[src/rtl/alu_pkg.sv]
// Shared ALU definitions: data width and ALUOp encodings used by the control unit and the ALU.
package alu_pkg;

  localparam int unsigned DATA_W = 32;

  typedef enum logic [1:0] {
    ALU_ADD = 2'b00,
    ALU_SUB = 2'b01,
    ALU_AND = 2'b10,
    ALU_OR  = 2'b11
  } alu_op_e;

endpackage

[src/rtl/alu_addsub.sv]
// Adder/subtractor with two's-complement overflow detection; subtract is a + ~b + 1.
module alu_addsub
  import alu_pkg::*;
(
  input  logic [DATA_W-1:0] a_i,
  input  logic [DATA_W-1:0] b_i,
  input  logic              sub_i,
  output logic [DATA_W-1:0] sum_o,
  output logic              ovf_o
);

  logic [DATA_W-1:0] b_eff;
  logic [DATA_W:0]   sum_full;

  always_comb begin
    b_eff    = sub_i ? ~b_i : b_i;
    sum_full = {1'b0, a_i} + {1'b0, b_eff} + {{DATA_W{1'b0}}, sub_i};
    sum_o    = sum_full[DATA_W-1:0];
    // Using the inverted b sign covers both ADD and SUB overflow rules with one compare.
    ovf_o    = (a_i[DATA_W-1] == b_eff[DATA_W-1]) && (sum_o[DATA_W-1] != a_i[DATA_W-1]);
  end

endmodule

[src/rtl/alu.sv]
// 32-bit ALU (ADD/SUB/AND/OR) with combinational result/Zero/Overflow and registered copies.
module alu
  import alu_pkg::*;
(
  input  logic              clk,
  input  logic              rst_n,
  input  logic [DATA_W-1:0] num_1,
  input  logic [DATA_W-1:0] num_2,
  input  logic [1:0]        ALUOp,
  output logic [DATA_W-1:0] result,
  output logic              Zero,
  output logic              Overflow,
  output logic [DATA_W-1:0] result_q,
  output logic              zero_q,
  output logic              ovf_q
);

  alu_op_e           op;
  logic [DATA_W-1:0] as_sum;
  logic              as_ovf;
  logic [DATA_W-1:0] result_d;
  logic              zero_d;
  logic              ovf_d;

  assign op = alu_op_e'(ALUOp);

  alu_addsub u_addsub (
    .a_i   (num_1),
    .b_i   (num_2),
    .sub_i (op == ALU_SUB),
    .sum_o (as_sum),
    .ovf_o (as_ovf)
  );

  always_comb begin
    result_d = '0;
    ovf_d    = 1'b0;
    unique case (op)
      ALU_ADD: begin result_d = as_sum;        ovf_d = as_ovf; end
      ALU_SUB: begin result_d = as_sum;        ovf_d = as_ovf; end
      ALU_AND: begin result_d = num_1 & num_2; ovf_d = 1'b0;   end
      ALU_OR:  begin result_d = num_1 | num_2; ovf_d = 1'b0;   end
      default: begin result_d = '0;            ovf_d = 1'b0;   end
    endcase
    zero_d = ~|result_d;
  end

  assign result   = result_d;
  assign Zero     = zero_d;
  assign Overflow = ovf_d;

  always_ff @(posedge clk or negedge rst_n) begin
    if (!rst_n) begin
      result_q <= '0;
      zero_q   <= 1'b1;
      ovf_q    <= 1'b0;
    end else begin
      result_q <= result_d;
      zero_q   <= zero_d;
      ovf_q    <= ovf_d;
    end
  end

endmodule

[config.mk]
export PLATFORM = sky130hd
export DESIGN_NAME = alu
export DESIGN_NICKNAME = d
export VERILOG_FILES = /design/src/rtl/alu_pkg.sv /design/src/rtl/alu_addsub.sv /design/src/rtl/alu.sv
export SDC_FILE = /design/constraint.sdc
export NUM_CORES = 1
export LEC_CHECK = 0
export BUFFER_PORTS_ARGS = -buffer_cell sky130_fd_sc_hd__buf_2
export CAP_MARGIN = 5
export CORE_ASPECT_RATIO = 0.6
export CORE_MARGIN = 10
export CORE_UTILIZATION = 52
export CTS_CLUSTER_DIAMETER = 30
export DETAILED_ROUTE_END_ITERATION = 6
export GPL_TIMING_DRIVEN = 0
export PLACE_DENSITY = 0.94
export REMOVE_ABC_BUFFERS = 1
export SYNTH_ARGS = -nofsm -noshare
export SYNTH_HDL_FRONTEND = slang
export SYNTH_SLANG_ARGS = --single-unit
[constraint.sdc]
create_clock -name clk -period 7.6 [get_ports clk]
set_input_delay 0.76 -clock clk [delete_from_list [all_inputs] [get_ports clk]]
set_output_delay 0.76 -clock clk [all_outputs]
set_load 0.005 [all_outputs]
### Word level (Yosys, flattened, before mapping)

Cells that the tools add are included.

* div/mod/pow operators: 0
* $add $sub $neg: 2
* shift operators: 0
* muxes and demuxes: 3
* reduce and logical (&&, ||, !) cells: 6
* equal/unequal tests: 5
* multipliers: 0
* order comparisons: 0
* bitwise gates (word level): 3

Operator list (number)
* $pmux 32 s3: 1
* $add 32x1->32: 1
* $add 32x32->32: 1
* $and 32x32->32: 1
* $mux 32: 1
* $not 32->32: 1
* $or 32x32->32: 1
* $reduce_or 32->1: 1
* $eq 2x2->1 const B: 2
* $reduce_or 2->1: 2
* $eq 2x1->1 const B: 1
* $logic_not 2->1: 1
* $pmux 1 s2: 1
* $eq 1x1->1: 1
* $logic_and 1x1->1: 1
* $logic_not 1->1: 1
* $ne 1x1->1: 1

* logic and storage cells: 22
* input bits: 68
* output and inout bits: 68
* memory bits (read-only): 0
* latch bits: 0
* memory bits (writable): 0
* register bits after elaboration: 34
* memories kept: 0

### Depth between registers and ports, before layout

Gate-level depths: netlist of run 1.

* word-level depth: 7
* depth in mapped cells: 20
* mapped depth without buffers: 15

### Cells and area by module

Synthesis of run 1 repeated with hierarchy kept, for this count alone.

* cells, all modules: 505
* area total of the unflattened synthesis: 3918.8 um^2

By module, submodules not included
* alu_addsub: cells an instance 316, seq. area each 0.0 um^2, times used 1, area an instance 2247.2 um^2
* alu: cells an instance 189, seq. area each 852.1 um^2, times used 1, area an instance 1671.6 um^2

### Worst setup path before layout of run 1

No wires, ideal clock.

* path kind: input -> output
* from: input ALUOp[0]
* to: output Zero
* cell stages on the path: 19
* data required time: 6840 ps
* path buffers: 5
* data arrival time: 5294 ps
* slack: 1546 ps
* path through: buf_2 buf_1 buf_1 buf_2 nand2_1 buf_1 xnor2_1 inv_1 fa_1 nand2b_1 a21oi_2 o21ai_0 a31o_1 nor4_1 or4b_1 or4_1 nor4_2 nand4b_1 nor4_2

* longest elaborated chain between the ends: 7
* elaborated cells between the ends (all ways): 11
* those cells by class: add/sub: 2; eq/ne: 3; mux: 2; reduce/logical: 4

Ends and longest elaborated chain
* from (decl): line alu.sv:9 `input logic [1:0] ALUOp,`
* $eq 2x1->1: line alu.sv:30, alu.sv:38
* $mux 32: line alu_addsub.sv:16 `b_eff = sub_i ? ~b_i : b_i;`
* $add 32x32->32: line alu_addsub.sv:17 `sum_full = {1'b0, a_i} + {1'b0, b_eff} + {{DATA_W{1'b0}}, sub_i};`
* $add 32x1->32: line alu_addsub.sv:17
* $pmux 32 s3 *: line alu.sv:38 `unique case (op)`
* net result[6]: line alu.sv:10 `output logic [DATA_W-1:0] result,`
* $reduce_or 32->1 *: line alu.sv:45 `zero_d = ~|result_d;`
* $logic_not 1->1 *: line alu.sv:45
* to (decl): line alu.sv:11 `output logic Zero,`

The timed path passes the listed nets; every way through them passes the cells marked *.

### Final worst setup path of run 1

* from: input ALUOp[1]
* to: output Zero

* longest elaborated chain between the ends: 7
* elaborated cells between the ends (all ways): 11
* those cells by class: add/sub: 2; eq/ne: 3; mux: 2; reduce/logical: 4

Ends and longest elaborated chain (line)
* $eq 2x1->1: alu.sv:30, alu.sv:38
* $mux 32: alu_addsub.sv:16
* $add 32x32->32: alu_addsub.sv:17
* $add 32x1->32: alu_addsub.sv:17
* $pmux 32 s3 *: alu.sv:38
* $reduce_or 32->1 *: alu.sv:45
* $logic_not 1->1 *: alu.sv:45

Mark *: on every way between the ends. The rest lies on a longest branch, timed or not.

==> qor.csv, run 1 <==
metric,value,unit
status,finished clean,
hold_violations,0,
layout-drive-gt1-share,27.1,%
setup_total_negative_slack,0,ns
yosysWarnings,0,
vdd.ir_drop.worst,111,µV
routed_wl,14900,µm
gp_congestion,0.963,
die_wd,132,µm
setup_crit_start_kind,input pin,
clk_root_buffer_cell,sky130_fd_sc_hd__clkbuf_16,
grt_start_max_net_pins,47,
floorplan.io_pins,136,
sequential_cell_area,852,µm²
grt-ovfl-total,0,
synth-main-ff-cell,sky130_fd_sc_hd__dfrtp_1,
core_area,7300,µm²
worstPathRequired,6.84,ns
die-area,11500,µm²
critical_path_class,in -> out,
cts_buffers,5,
numPortBuffers,135,
post_synth.cell_area_avg,8.12,µm²
dpl.hpwl,11800,µm
holdCritPathClass,in -> async,
antenna_found_initial,0,
timing.fmax,0.137,GHz
ys_seq_elements,34,
die_height,87.3,µm
synth_top_area_cell,sky130_fd_sc_hd__dfrtp_1,
detailedPlace.worstSlack,-0.213,ns
fillerInstances,620,
postCtsHoldBufs,0,
synth_top_area_share,21.1,%
report.final.setup_viol,0,
max_slew.worst_pin.slew,0.947,ns
vias,4582,
combined_area_of_the_multi_input_logic_cells,2910,µm²
setup_slack,0.299,ns
post-synth-top-count-cell,sky130_fd_sc_hd__nand2_1,
grt_first_pass_wirelength,22700,µm
route.detailed.drc,0,
drt_first_pass_iters,6,
post-route-period-util,96.1,%
synth-seq-area-share,21.7,%
placed_area,4650,µm²
clkSinkCount,34,
design.final.nets,709,
total_leakage_power,2.18,nW
maxCapViolCount,0,
postSynth.asyncResetShare,100,%
synthTopCellsByArea,"sky130_fd_sc_hd__dfrtp_1 (21%), sky130_fd_sc_hd__ha_1 (11%), sky130_fd_sc_hd__xnor2_1 (8.0%)",
cp_max_fo,46,
critPathArrivalTime,6.54,ns
worst_setup_path_end_kind,output port,
wire_per_inst,21.0,µm
tritoncts,yes,
antenna_left,0,
worst_setup_hold_path_clk_slew,0.06,ns
grt.total_usage,24.0,%
finalWorstPathRequiredPeriod,7.30,ns
numPlacedInstances,698,
areaGrowthSynthToFinish,23.3,%
final_max_slew_viol_count,0,
mappedNetlistArea,3920,µm²
utilization,66.3,%
grt_pass1_vias,4261,
starting_density_of_the_core,53.7,%
detail_route.iter0.violations,697,
relative_slew_slack,36.1,%
power_per_cell_area,185,nW/µm²
num_rows,24,
yosys-top-cells-count,"sky130_fd_sc_hd__nand2_1 (46), sky130_fd_sc_hd__a21oi_1 (45), sky130_fd_sc_hd__xnor2_1 (36), sky130_fd_sc_hd__ha_1 (35)",
synth_cell_types,67,
synth_enable_flop_cells,0,
drt-vias-per-instance,6.45,
syn-instance-count,483,
non_filler_instance_count_after_layout,710,
h-tree-depth,2,
cts-root-to-sink-buffers,2,
n_antenna_cell,0,
fin_area,4840,µm²
## what timing repair did
action / in CTS / in global routing
endpoints found under the setup margin: 1 / 1
endpoints found under the hold margin: 0 / 0
buffers inserted: 0 / 3
gates resized for setup: 1 / 0
cloned: 1 / 0
## critical path: stages
cell                         delay (ns)
sky130_fd_sc_hd__buf_2             0.67
sky130_fd_sc_hd__clkinvlp_4        0.37
sky130_fd_sc_hd__nand2_2           0.50
sky130_fd_sc_hd__buf_16            0.24
sky130_fd_sc_hd__xnor2_1           0.19
sky130_fd_sc_hd__inv_1             0.10
sky130_fd_sc_hd__fa_1              0.42
sky130_fd_sc_hd__nand2b_1          0.20
sky130_fd_sc_hd__a21oi_2           0.33
sky130_fd_sc_hd__o21ai_0           0.16
sky130_fd_sc_hd__a31o_1            0.31
sky130_fd_sc_hd__nor4_1            0.38
sky130_fd_sc_hd__or4b_1            0.48
sky130_fd_sc_hd__or4_1             0.53
sky130_fd_sc_hd__nor4_2            0.24
sky130_fd_sc_hd__nand4b_1          0.22
sky130_fd_sc_hd__nor4_2            0.23
sky130_fd_sc_hd__buf_2             0.18
## stage by stage
step / total power [mW] / hold slack (ns)
floorplan: 0.491 / 0.464
global route: 0.944 / 0.625
detailed placement: 0.676 / 0.869
global placement: 0.662 / 0.852
CTS: 0.883 / 0.577
finish: 0.896 / 0.557
## cell type report
cell class,instances,share of cell area (%)
timing repair inverter,1,0.103
multi-input combinational,409,60.2
timing repair buffer,139,15.0
sequential,34,17.6
inverter,15,1.24
clock inverter,2,0.259
tap,104,2.69
clock buffer,6,2.87
## cell usage in the layout, fill, tap and decap left out, types with 3 or more instances in the layout
master / n
sky130_fd_sc_hd__a211o_1: 3
sky130_fd_sc_hd__a211oi_1: 3
sky130_fd_sc_hd__a21o_1: 12
sky130_fd_sc_hd__a21oi_1: 45
sky130_fd_sc_hd__a41oi_1: 3
sky130_fd_sc_hd__and3_1: 3
sky130_fd_sc_hd__buf_2: 135
sky130_fd_sc_hd__buf_4: 3
sky130_fd_sc_hd__clkbuf_16: 5
sky130_fd_sc_hd__dfrtp_1: 33
sky130_fd_sc_hd__ha_1: 35
sky130_fd_sc_hd__inv_1: 14
sky130_fd_sc_hd__maj3_1: 27
sky130_fd_sc_hd__nand2_1: 45
sky130_fd_sc_hd__nand2b_1: 5
sky130_fd_sc_hd__nand3_1: 11
sky130_fd_sc_hd__nand4_1: 6
sky130_fd_sc_hd__nand4b_1: 3
sky130_fd_sc_hd__nor2_1: 30
sky130_fd_sc_hd__nor3_1: 11
sky130_fd_sc_hd__nor3b_1: 3
sky130_fd_sc_hd__o2111ai_1: 3
sky130_fd_sc_hd__o211ai_1: 6
sky130_fd_sc_hd__o21a_1: 10
sky130_fd_sc_hd__o21ai_0: 33
sky130_fd_sc_hd__o22ai_1: 4
sky130_fd_sc_hd__o31ai_1: 6
sky130_fd_sc_hd__or3_1: 6
sky130_fd_sc_hd__or4_1: 3
sky130_fd_sc_hd__xnor2_1: 36
sky130_fd_sc_hd__xor2_1: 10
## logic make-up after synthesis
logic type	count (synthesis)	share of synthesized area, %
AOI/OAI and AO/OA	157	26.5
xor gates and xnor gates	46	10.3
adders and majority gates	64	18.9
buffers and inverters	40	4.08
DFF	34	21.7
muxes	2	0.511
and+or+nand+nor	140	18.1
## power by group
| part | switching [mW] | internal [mW] |
|---|---|---|
| clock network | 0.0762 | 0.130 |
| logic | 0.281 | 0.188 |
| registers | 0.00870 | 0.212 |
| total | 0.366 | 0.529 |
## path summary, 6_finish.rpt
kind,startpoint,end,slack [ns],depth (start not counted)
worst max-delay path,ALUOp[1],Zero,0.30,18
worst min-delay path,rst_n,result_q[11],0.56,1
max in group asynchronous,rst_n,result_q[27],6.56,1
min in group clk,num_1[31],ovf_q,0.87,3
## sequential cells by signal (all words and copies together) (netlist names)
signal,count
ovf_q,1
result_q,32
zero_q,1
## metal layers
metal	up-vias	part of all wire [%]	track usage [%]
met2	368	42	36.3
met3	51	14	7.78
met5	-	0	0
li1	2040	-	-
met1	2123	41	32.4
met4	0	2.6	5.93
No activity file was read; power rests on OpenSTA's default activity.
==> inputs of run 2 (changes only) <==
Settings changed: CORE_UTILIZATION 52 to 40, PLACE_DENSITY 0.94 to 0.77.
==> run 2 against run 1 <==
  * Non-clock buffer count is the same
  * First-iteration DRC count is 44% lower
  * Largest cell class unchanged
  * Core utilization is 14 points lower
  * Clock-buffer cell count unchanged
  * Critical path depth fell by 1
  * Combinational power is 2% lower
  * Cell count increased by 3.7%
  * Fmax rose by 6.1%
  * Power fell by 2.2%
  * Sequential power is essentially flat
==> qor.csv, run 2 (synthesized netlist as in run 1, its figures left out) <==
metric,value,unit
status,finished clean,
cts_buffers,5,
grt_setup_unrepaired,no,
gp_congestion,0.944,
h-tree-depth,2,
crit_path_cell_trace,buf_2 -> clkinvlp_4 -> nand2_2 -> xnor2_1 -> inv_1 -> fa_1 -> nand2b_1 -> a21oi_2 -> o21ai_0 -> a31o_1 -> nor4_1 -> or4b_1 -> or4_1 -> nor4_2 -> nand4b_1 -> nor4_2 -> buf_2,
timing.fmax,0.145,GHz
die_height,96.7,µm
register_with_the_highest_flop_count,result_q,
grt_start_max_net_pins,46,
drt-vias-per-instance,5.79,
core_area,9360,µm²
die_wd,148,µm
setup_crit_start_kind,input pin,
wire_per_inst,19.4,µm
postCtsHoldBufs,0,
slowest_delay,0.70,ns
max_slew.worst_pin.slew,0.934,ns
mostFrequentLayoutCell,sky130_fd_sc_hd__buf_2,
utilization,51.8,%
clkSinkCount,34,
maxCapViolCount,0,
drt_first_pass_iters,5,
clk_root_buffer_cell,sky130_fd_sc_hd__clkbuf_16,
cts-root-to-sink-buffers,2,
finalWorstPathRequiredPeriod,6.88,ns
total_leakage_power,2.17,nW
largest_register_ffs,32,
critPathArrivalTime,6.12,ns
crit_path_top_delay_cell,sky130_fd_sc_hd__buf_2,
worstPathRequired,6.84,ns
critical_path_class,in -> out,
antenna_found_initial,0,
worstSetupEndpoint,Zero,
floorplan.io_pins,136,
n_antenna_cell,0,
die-area,14300,µm²
hold_violations,0,
relative_slew_slack,37.7,%
vias,4260,
worst_setup_hold_path_clk_slew,0.06,ns
layout-drive-gt1-share,26.9,%
grt-ovfl-total,0,
report.final.setup_viol,0,
grt.total_usage,18.5,%
fillerInstances,903,
starting_density_of_the_core,41.9,%
holdCritPathClass,in -> async,
largest_registers,"result_q (32), ovf_q (1), zero_q (1)",
post-route-period-util,90.6,%
final_max_slew_viol_count,0,
mostFrequentLayoutCells,"sky130_fd_sc_hd__buf_2 (135), sky130_fd_sc_hd__a21oi_1 (45), sky130_fd_sc_hd__nand2_1 (45), sky130_fd_sc_hd__xnor2_1 (36), sky130_fd_sc_hd__ha_1 (35)",
worst_setup_path_end_kind,output port,
combined_area_of_the_multi_input_logic_cells,2910,µm²
tritoncts,yes,
detail_route.iter0.violations,389,
grt_first_pass_wirelength,22400,µm
routed_wl,14300,µm
route.detailed.drc,0,
startpoint,ALUOp[1],
design.final.nets,709,
setup_total_negative_slack,0,ns
sequential_cell_area,852,µm²
numPortBuffers,135,
antenna_left,0,
vdd.ir_drop.worst,95.2,µV
dpl.hpwl,11300,µm
cp_max_fo,46,
num_rows,27,
areaGrowthSynthToFinish,23.6,%
grt_pass1_vias,4105,
power_per_cell_area,181,nW/µm²
-- run 2: cell types whose count changed in the layout (fill, tap and decap cells not counted), sizes merged --
cell      change
clkinvlp      -1
clkinv        +1
-- run 2: layout make-up --
type,instances,area share [%]
sequential,34,17.6
timing repair inverter,1,0.103
timing repair buffer,139,14.8
clock inverter,2,0.206
inverter,15,1.24
tap,130,3.35
clock buffer,6,2.66
multi-input combinational,409,60.1
-- run 2: report_power, final --
part / internal (mW) / switching [mW]
clock: 0.120 / 0.0759
combinational: 0.187 / 0.271
sequential: 0.212 / 0.00883
total: 0.520 / 0.356
-- run 2: worst min path at each step --
stage / startpoint / to / slack, ns / cells past startpoint
finish: rst_n / ovf_q / 0.57 / 1
global route: rst_n / ovf_q / 0.63 / 1
floorplan: rst_n / ovf_q / 0.46 / 0
detailed placement: rst_n / ovf_q / 0.89 / 1
CTS: rst_n / ovf_q / 0.60 / 1
global placement: rst_n / ovf_q / 0.88 / 1
-- run 2: per-stage QoR --
step           setup WS (ns)  std cells  hold WS (ns)  total power, mW  area, µm²
2_1_floorplan           1.25        458         0.464            0.491       3820
3_3_place_gp           -1.04        723         0.875            0.663       4660
3_5_place_dp          0.0398        724         0.889            0.673       4680
4_1_cts               0.0318        732         0.595            0.872       4820
5_1_grt                0.278        736         0.635            0.936       4850
6_report               0.717        736         0.573            0.876       4850
-- run 2: per-layer routing --
metal / global-route usage [%] / routed length, µm / up-vias
li1: - / - / 2036
met1: 26.7 / 6860 / 1980
met2: 27.1 / 5830 / 231
met3: 5.52 / 1500 / 13
met4: 2.26 / 121 / 0
met5: 0 / 0 / -
-- run 2: repair_timing --
action | 4_1_cts | 5_1_grt
buffers inserted | 0 | 3
gates resized for setup | 0 | 1
setup endpoints to repair | 0 | 2
-- run 2: worst max-delay path: cells and delay by family --
family | cells | cell delay, ns
compound gates | 3 | 0.74
xor+xnor | 1 | 0.20
fa+ha+maj | 1 | 0.42
buf+inv | 4 | 1.29
simple gates | 8 | 2.68
